===== config.mk =====
export PLATFORM = sky130hd
export DESIGN_NAME = ex_div_ctrl
export DESIGN_NICKNAME = d
export VERILOG_FILES = /design/src/rtl/ex_div_ctrl_pkg.sv /design/src/rtl/ex_div_ctrl_div_step.sv /design/src/rtl/ex_div_ctrl.sv
export SDC_FILE = /design/constraint.sdc
export NUM_CORES = 1
export LEC_CHECK = 0
export ABC_AREA = 1
export ABC_CLOCK_PERIOD_IN_PS = 8100
export CORE_UTILIZATION = 45
export DETAILED_ROUTE_END_ITERATION = 7
export GPL_TIMING_DRIVEN = 0
export HOLD_SLACK_MARGIN = 0.08
export PLACE_DENSITY = 0.61
export SLEW_MARGIN = 30
export SYNTH_ARGS = -nofsm -noshare
export SYNTH_HDL_FRONTEND = slang
export SYNTH_SLANG_ARGS = --single-unit

===== constraint.sdc =====
create_clock -name clk -period 8.1 [get_ports clk]
set_clock_uncertainty 0.15 [all_clocks]
set_input_delay 1.215 -clock clk [delete_from_list [all_inputs] [get_ports clk]]
set_output_delay 1.215 -clock clk [all_outputs]
set_load 0.01 [all_outputs]

===== src/rtl/ex_div_ctrl_pkg.sv =====
// Shared definitions for the RV32M divide sequencer: operand width,
// iteration counter width, divide-group op encodings and FSM states.
package ex_div_ctrl_pkg;

  localparam int DIV_XLEN  = 32;
  localparam int DIV_CNT_W = 6;

  // funct3[1:0] of the divide group
  typedef enum logic [1:0] {
    OP_DIV  = 2'b00,
    OP_DIVU = 2'b01,
    OP_REM  = 2'b10,
    OP_REMU = 2'b11
  } div_op_e;

  typedef enum logic [1:0] {
    ST_IDLE = 2'b00,
    ST_CALC = 2'b01,
    ST_CORR = 2'b10,
    ST_DONE = 2'b11
  } div_state_e;

  // DIV and REM are the signed variants (funct3[0] == 0)
  function automatic logic op_is_signed(input logic [1:0] op);
    return ~op[0];
  endfunction

  // REM and REMU return the remainder (funct3[1] == 1)
  function automatic logic op_is_rem(input logic [1:0] op);
    return op[1];
  endfunction

endpackage


===== src/rtl/ex_div_ctrl_div_step.sv =====
// One restoring division iteration, purely combinational.
// The shifted partial remainder is kept one bit wider than XLEN so that
// divisors with the top bit set (unsigned ops) still compare correctly.
module ex_div_ctrl_div_step #(
  parameter int XLEN = 32
) (
  input  logic [XLEN-1:0] rem_in,
  input  logic            dvd_msb,
  input  logic [XLEN-1:0] divisor,
  output logic [XLEN-1:0] rem_out,
  output logic            q_bit
);

  logic [XLEN:0] shifted;
  logic [XLEN:0] diff;

  // Shift in the next dividend bit, trial-subtract, restore on borrow
  always_comb begin
    shifted = {rem_in, dvd_msb};
    diff    = shifted - {1'b0, divisor};
    // rem_in < divisor always, so the difference fits in XLEN bits when
    // no borrow occurred; a set top bit therefore means shifted < divisor.
    q_bit   = ~diff[XLEN];
    rem_out = q_bit ? diff[XLEN-1:0] : shifted[XLEN-1:0];
  end

endmodule


===== src/rtl/ex_div_ctrl.sv =====
// Multi-cycle sequencer for RV32M DIV/DIVU/REM/REMU next to the EX ALU.
// Runs a 32-iteration restoring divide on operand magnitudes, fixes the
// signs in a correction cycle, and presents the result for one cycle.
// Note: the reset input is named rstn but is active-high.
// Optional build macro DIV_EARLY_TERM_EN: skip the iterations when
// |dividend| < |divisor| (quotient 0, remainder |dividend|).
//
// state | meaning
// IDLE  | waiting for start_i; operands latched on acceptance
// CALC  | one restoring step per cycle, 32 cycles
// CORR  | sign correction of quotient/remainder, result registered
// DONE  | valid_o/regs_wen_o strobe for one cycle
module ex_div_ctrl
  import ex_div_ctrl_pkg::*;
#(
  parameter int XLEN  = DIV_XLEN,
  parameter int CNT_W = DIV_CNT_W
) (
  input  logic            clk,
  input  logic            rstn,
  input  logic            start_i,
  input  logic [1:0]      op_i,
  input  logic [XLEN-1:0] dividend_i,
  input  logic [XLEN-1:0] divisor_i,
  input  logic [4:0]      rd_addr_i,
  input  logic            flush_i,
  output logic            busy_o,
  output logic            stall_o,
  output logic            valid_o,
  output logic [XLEN-1:0] result_o,
  output logic [4:0]      rd_addr_o,
  output logic            regs_wen_o
);

  localparam logic [CNT_W-1:0] CNT_LAST = CNT_W'(XLEN - 1);
  localparam logic [XLEN-1:0]  INT_MIN  = {1'b1, {(XLEN-1){1'b0}}};

  div_state_e state_q, state_d;

  logic [CNT_W-1:0] cnt_q;
  logic [XLEN-1:0]  dvd_q;
  logic [XLEN-1:0]  dvs_q;
  logic [XLEN-1:0]  rem_q;
  logic [XLEN-1:0]  quo_q;
  logic [4:0]       rd_q;
  logic             rem_sel_q;
  logic             q_neg_q;
  logic             r_neg_q;

  logic            sgn_op;
  logic            dvd_neg;
  logic            dvs_neg;
  logic [XLEN-1:0] abs_dvd;
  logic [XLEN-1:0] abs_dvs;
  logic            dvs_zero;
  logic            ovf;
  logic            early;
  logic            accept;

  logic [XLEN-1:0] step_rem;
  logic            step_q;
  logic [XLEN-1:0] quo_fix;
  logic [XLEN-1:0] rem_fix;

  // Operand classification for the request presented in IDLE
  always_comb begin
    sgn_op   = op_is_signed(op_i);
    dvd_neg  = sgn_op & dividend_i[XLEN-1];
    dvs_neg  = sgn_op & divisor_i[XLEN-1];
    abs_dvd  = dvd_neg ? -dividend_i : dividend_i;
    abs_dvs  = dvs_neg ? -divisor_i : divisor_i;
    dvs_zero = (divisor_i == '0);
    ovf      = sgn_op & (dividend_i == INT_MIN) & (divisor_i == '1);
`ifdef DIV_EARLY_TERM_EN
    early    = ~dvs_zero & (abs_dvd < abs_dvs);
`else
    early    = 1'b0;
`endif
    accept   = (state_q == ST_IDLE) & start_i & ~flush_i;
  end

  ex_div_ctrl_div_step #(
    .XLEN (XLEN)
  ) u_div_step (
    .rem_in  (rem_q),
    .dvd_msb (dvd_q[XLEN-1]),
    .divisor (dvs_q),
    .rem_out (step_rem),
    .q_bit   (step_q)
  );

  // Sign correction applied in CORR (flags are zero for unsigned ops)
  always_comb begin
    quo_fix = q_neg_q ? -quo_q : quo_q;
    rem_fix = r_neg_q ? -rem_q : rem_q;
  end

  // State register
  always_ff @(posedge clk or posedge rstn) begin
    if (rstn) state_q <= ST_IDLE;
    else      state_q <= state_d;
  end

  // Next state and pipeline-facing control outputs
  always_comb begin
    state_d    = state_q;
    stall_o    = 1'b0;
    busy_o     = (state_q != ST_IDLE);
    // A flush in the DONE cycle cancels the write-back as well.
    valid_o    = (state_q == ST_DONE) & ~flush_i;
    regs_wen_o = valid_o;
    case (state_q)
      ST_IDLE: begin
        stall_o = start_i;
        if (start_i) begin
          if (dvs_zero || ovf) state_d = ST_DONE;
          else if (early)      state_d = ST_CORR;
          else                 state_d = ST_CALC;
        end
      end
      ST_CALC: begin
        stall_o = 1'b1;
        if (cnt_q == CNT_LAST) state_d = ST_CORR;
      end
      ST_CORR: begin
        stall_o = 1'b1;
        state_d = ST_DONE;
      end
      ST_DONE: state_d = ST_IDLE;
      default: state_d = ST_IDLE;
    endcase
    if (flush_i) state_d = ST_IDLE;
  end

  // Operand latch, iteration datapath and result registers
  always_ff @(posedge clk or posedge rstn) begin
    if (rstn) begin
      cnt_q     <= '0;
      dvd_q     <= '0;
      dvs_q     <= '0;
      rem_q     <= '0;
      quo_q     <= '0;
      rd_q      <= '0;
      rem_sel_q <= 1'b0;
      q_neg_q   <= 1'b0;
      r_neg_q   <= 1'b0;
      result_o  <= '0;
      rd_addr_o <= '0;
    end else begin
      case (state_q)
        ST_IDLE: begin
          if (accept) begin
            rem_sel_q <= op_is_rem(op_i);
            rd_q      <= rd_addr_i;
            q_neg_q   <= dvd_neg ^ dvs_neg;
            r_neg_q   <= dvd_neg;
            dvd_q     <= abs_dvd;
            dvs_q     <= abs_dvs;
            cnt_q     <= '0;
            quo_q     <= '0;
            rem_q     <= '0;
            // Special cases bypass CORR, so the result is registered here.
            if (dvs_zero) begin
              quo_q     <= '1;
              rem_q     <= dividend_i;
              result_o  <= op_is_rem(op_i) ? dividend_i : '1;
              rd_addr_o <= rd_addr_i;
            end else if (ovf) begin
              quo_q     <= INT_MIN;
              result_o  <= op_is_rem(op_i) ? '0 : INT_MIN;
              rd_addr_o <= rd_addr_i;
            end else if (early) begin
              rem_q <= abs_dvd;
            end
          end
        end
        ST_CALC: begin
          rem_q <= step_rem;
          quo_q <= {quo_q[XLEN-2:0], step_q};
          dvd_q <= {dvd_q[XLEN-2:0], 1'b0};
          cnt_q <= cnt_q + CNT_W'(1);
        end
        ST_CORR: begin
          if (!flush_i) begin
            quo_q     <= quo_fix;
            rem_q     <= rem_fix;
            result_o  <= rem_sel_q ? rem_fix : quo_fix;
            rd_addr_o <= rd_q;
          end
        end
        default: ;
      endcase
    end
  end

endmodule


Word-level counts from Yosys, hierarchy flattened

Index checks and enable logic that the tools add are counted.

Flip-flop bits (word level): 181
Input bits: 75
Output and inout port bits: 41

Equality and inequality tests: 11
Bitwise gates (word level): 11
$add $sub $neg: 6
Multiplexer cells: 37
Reduce and logical (&&, ||, !) cells: 13

Operator list:

| operator                                                               | number |
|---|---|
| 32-bit 2-to-1 mux                                                      | 20 |
| 32-bit one-hot mux with 3 select lines                                 | 2 |
| 32-bit negation                                                        | 4 |
| 32-bit one-hot mux with 2 select lines                                 | 2 |
| 32-bit equality test (second input constant)                           | 2 |
| 33-bit by 32-bit subtractor with 33-bit output                         | 1 |
| 32-bit zero test                                                       | 1 |
| 5-bit 2-to-1 mux                                                       | 4 |
| 6-bit one-hot mux with 2 select lines                                  | 1 |
| 5-bit one-hot mux with 2 select lines                                  | 1 |
| 3-bit != test (second input constant)                                  | 3 |
| 2-bit 2-to-1 mux                                                       | 4 |
| 2-bit one-hot mux with 4 select lines                                  | 1 |
| 1-bit bitwise AND                                                      | 7 |
| 6-bit by 1-bit adder with 6-bit output (second input constant)         | 1 |
| 6-bit by 5-bit equality test with 1-bit output (second input constant) | 1 |
| 6-bit 2-to-1 mux                                                       | 1 |
| 2-bit AND reduction                                                    | 3 |
| 2-bit nonzero test                                                     | 3 |
| 2-bit equality test (second input constant)                            | 2 |
| 2-bit != test (second input constant)                                  | 2 |
| 4-bit AND reduction                                                    | 1 |
| 1-bit NOT                                                              | 3 |
| 3-bit AND reduction                                                    | 1 |
| 7 further kinds                                                        | 7 |

Depth between registers and ports, before layout

Depth in word-level cells: 8
Gate-level depth with buffers: 20

Cells and area by module

Synthesis repeated with hierarchy kept, for this count alone.

Cells, all modules: 2853
Area, all modules: 16733.5 um^2

By module, submodules not included:

| module               | area each (um^2) | cells each | times used |
|---|---|---|---|
| ex_div_ctrl          | 13482.9          | 2172       | 1 |
| ex_div_ctrl_div_step | 3250.6           | 681        | 1 |

Worst setup path before layout

OpenSTA, ideal clock, no wires.

Path kind: input-to-reg
Start point: input port divisor_i[0]
End point: register quo_q[11]
Arrival time: 2794 ps
Setup slack: 5073 ps
Setup time: 83 ps
Data required time: 7867 ps
Stages: 15
Cell sequence: inv_1 -> ha_1 -> nand3_2 -> nor2_2 -> nand3_2 -> inv_2 -> nand2_2 -> nor2_4 -> inv_2 -> nor3_4 -> inv_2 -> nor2_8 -> nor2_4 -> buf_6 -> a22oi_2

Word-level cells in the longest chain between the ends: 4

Ends and longest elaborated chain:

| what                                   | RTL line           | RTL |
|---|---|---|
| start: declaration                     | ex_div_ctrl.sv:24  | `input logic [XLEN-1:0] divisor_i,` |
| 32-bit zero test                       | ex_div_ctrl.sv:72  | `dvs_zero = (divisor_i == '0);` |
| 32-bit 2-to-1 mux                      | ex_div_ctrl.sv:163 | `if (dvs_zero) begin` |
| 32-bit 2-to-1 mux                      | ex_div_ctrl.sv:152 | `if (accept) begin` |
| 32-bit one-hot mux with 3 select lines | ex_div_ctrl.sv:150 | `case (state_q)` |
| end signal: assignment                 | ex_div_ctrl.sv:179 | `quo_q <= {quo_q[XLEN-2:0], step_q};` |
| end signal: assignment                 | ex_div_ctrl.sv:185 | `quo_q <= quo_fix;` |
| end: declaration                       | ex_div_ctrl.sv:44  | `logic [XLEN-1:0] quo_q;` |

No other way between the ends. The select of a mux whose other input is x is not followed.
A chain may end at the register's enable or synchronous reset.

Final worst setup path

Start point: input port start_i
End point: output port stall_o

Word-level cells in the longest chain between the ends: 1

Ends and longest elaborated chain:

| what                                  | RTL line           | RTL |
|---|---|---|
| start: declaration                    | ex_div_ctrl.sv:21  | `input logic start_i,` |
| 1-bit one-hot mux with 2 select lines | ex_div_ctrl.sv:112 | `case (state_q)` |
| end: declaration                      | ex_div_ctrl.sv:28  | `output logic stall_o,` |

No other way between the ends.

==> flow_summary.json <==
{
  "outcome": "finished, final reports clean",
  "min-delay-path-class": "register to register",
  "rr_endpoint": "rem_q[31]$_DFFE_PP0P_",
  "grt_use_total_pct": 37.7,
  "required_ns": 6.73,
  "port_buffers": 115,
  "post-route-period-util_pct": 49.6,
  "cts_tree": "yes",
  "core_sq_um": 34500,
  "cts_resized": 0,
  "crit_path_max_fanout": 3,
  "max_clock_freq_mhz": 249,
  "antenna_found_initial": 0,
  "syn_area_sq_um": 15800,
  "hold_viol": 0,
  "synth_flop_cell": "dfrtp_1",
  "synth_cell_types": 48,
  "drv_slew": 0,
  "synth_seq_cells": 181,
  "htree_levels": 4,
  "antenna_cells": 0,
  "pre_cts_slack_ns": 3.86,
  "numClockSinks": 181,
  "reg2reg_depth": 18,
  "cts_buffers": 17,
  "grt_max_degree": 71,
  "initial_utilization_pct": 45.7,
  "final_nets": 2784,
  "cp_slowest_cell": "clkdlybuf4s50_1",
  "rsz0062_at_grt": "false",
  "async_reset_ff_share_pct": 100,
  "synth_common_cells": "806 x nand2_1, 310 x inv_1, 276 x nor2_1",
  "drtPass1Iterations": 6,
  "holdPathStages": 2,
  "post_cts_buffers": 0,
  "vias": 17797,
  "syn_nets": 2648,
  "r2r_slack_ns": 4.71,
  "hpwl_mm": 53.4,
  "antenna_left": 0,
  "layout.cell_area.non_filler_sq_um": 18200,
  "yosysTopAreaCell": "dfrtp_1",
  "worst_pin_slew_ns": 0.987,
  "drv_cap": 0,
  "ir_drop_mv": 0.340,
  "viasPerCell": 5.68,
  "ys_top_cells_by_area": "dfrtp_1 29%, nand2_1 19%, inv_1 7.4%, nor2_1 6.6%, nand3_1 6.3%",
  "start_kind": "primary input",
  "wirelength_mm": 66.4,
  "syn_area_per_cell_sq_um": 6.23,
  "root_buffer": "clkbuf_16",
  "crit_arrival_ns": 2.65,
  "rr_startpoint": "rem_q[0]$_DFFE_PP0P_",
  "whs_ns": 0.329,
  "regArea_sq_um": 4530,
  "die_y_microns": 189,
  "gp_congestion": 1.01,
  "row_count": 68,
  "drtIter0Drc": 1699,
  "synth_xor_xnor_area_share_pct": 5.28,
  "synth.area.mux_share_pct": 0,
  "multi_input_area_sq_um": 9550,
  "setup_violations": 0,
  "path_common_cell": "clkdlybuf4s50_1",
  "power.density_nw_per_um2": 451,
  "die_width_microns": 189,
  "synth_top_family_by_area": "simple AND/OR/NAND/NOR gates",
  "cp-end-kind": "primary output",
  "yosys_warnings": 0,
  "clockBufferDepth": 2,
  "synth-adder-area-share_pct": 3.54,
  "grt-ovfl-total": 0,
  "synthSimpleGateAreaFrac_pct": 36.9,
  "syn_to_final_growth_pct": 15.3,
  "synth_top_area_share_pct": 28.8,
  "synth_compound_area_share_pct": 14.9,
  "clk_pin_slew_worst_paths_ns": 0.08,
  "path_class": "primary input to primary output",
  "clk_latency_ns": 0.48,
  "synth_edf_count": 0,
  "critPathMaxStageDelay_ns": 0.59,
  "whs_endpoint": "rd_q[2]$_DFFE_PP0P_",
  "setup_ws_ns": 4.09,
  "drive_above_1_share_pct": 4.71,
  "grt_pass1_wl_mm": 101,
  "nFillCells": 3605,
  "path_cells": "clkdlybuf4s50_1 -> nand2_1 -> a21oi_1 -> clkdlybuf4s50_1",
  "ioPinCount": 116,
  "cts_hold_buf": 0,
  "die-area_sq_um": 35800,
  "fin_setup_tns_ns": 0,
  "yosysSeqAreaShare_pct": 28.8,
  "leakage_nw": 8.83,
  "synth.most_common_cell": "nand2_1",
  "slew_headroom_pct": 34.2,
  "place_area_sq_um": 17500,
  "drc": 0,
  "hp-start": "rd_q[2]$_DFFE_PP0P_",
  "wl_per_cell_microns": 21.2,
  "fin_crit_ns": 4.01,
  "grt_pass1_vias": 16683,
  "syn_inst": 2529
}
## placed cells by master (no fill, tap or decap), types with 5 or more instances in the layout
cell type / n
nand2_1: 806
inv_1: 309
nor2_1: 276
nand3_1: 199
dfrtp_1: 181
o21ai_0: 142
a21oi_1: 122
clkdlybuf4s50_1: 115
xor2_1: 78
clkbuf_1: 61
ha_1: 43
nand4_1: 38
o211ai_1: 30
nor3_1: 25
a22oi_1: 20
xnor2_1: 17
clkbuf_16: 17
buf_2: 16
a31oi_1: 16
a21oi_2: 15
a22oi_2: 13
nand3b_1: 12
buf_1: 11
nor4_1: 9
o22ai_1: 9
or2_2: 8
buf_6: 8
clkinv_1: 7
inv_2: 7
o221ai_1: 7
inv_8: 6
nor2_2: 5
o31ai_1: 5
## kinds of logic (layout without fill, tap and decap cells)
family / Yosys count / in the layout
AOI/OAI and AO/OA: 393 / 393
xor gates and xnor gates: 95 / 95
adders and majority gates: 44 / 44
buffers and inverters: 422 / 571
DFF: 181 / 181
and+or+nand+nor: 1394 / 1394
## cell type report
class                           instances  area share [%]
Timing Repair Buffer                  117            6.64
Inverter                              324            6.74
Tap cell                              455            3.14
Clock buffer                           18            2.42
Clock inverter                         14            1.01
Multi-Input combinational cell       1926            52.6
Sequential cell                       181            24.9
Buffer                                 98            2.51
## registers in the layout (all words and copies together), names as in the netlist
| name | cells |
|---|---|
| cnt_q | 6 |
| result_o | 32 |
| state_q | 2 |
| rd_q | 5 |
| rem_sel_q | 1 |
| dvs_q | 32 |
| dvd_q | 32 |
| q_neg_q | 1 |
| rd_addr_o | 5 |
| rem_q | 32 |
| quo_q | 32 |
| r_neg_q | 1 |
## power by group
group          total, mW  internal (mW)  switching [mW]
sequential          1.75           1.33           0.413
clock              0.893          0.454           0.440
combinational       5.55           1.79            3.76
total               8.19           3.58            4.61
## through the flow
| stage | power [mW] | util, % | cells |
|---|---|---|---|
| floorplan | 5.30 | - | 2529 |
| global placement | 7.09 | 50.7 | 3099 |
| detailed placement | 7.16 | 50.9 | 3101 |
| CTS | 8.07 | 52.7 | 3133 |
| global route | 8.83 | 52.7 | 3133 |
| finish | 8.19 | 52.7 | 3133 |
## critical path, delay by kind of cell
family                 cells  cell delay (ns)
AND/OR/NAND/NOR            1             0.11
AO/OA/AOI/OAI              1             0.22
buffers and inverters      2             1.10
## layer usage
layer  track usage, %  share of wire, %
met5                0                 0
met4             12.4               2.9
met3             6.17               8.8
met2             57.9                44
met1             53.6                45
## worst max path at each step
stage / from / end / slack [ns] / depth (start not counted)
after floorplan: rstn / cnt_q[0]$_DFFE_PP0P_ / 1.82 / 1
after global placement: rstn / dvd_q[10]$_DFFE_PP0P_ / -1.28 / 2
after detailed placement: dividend_i[1] / result_o[28]$_DFFE_PP0P_ / 3.86 / 15
after CTS: start_i / stall_o / 4.10 / 4
after global routing: start_i / stall_o / 4.02 / 4
final: start_i / stall_o / 4.09 / 4
Note: power is estimated with default switching activity, not from simulation.
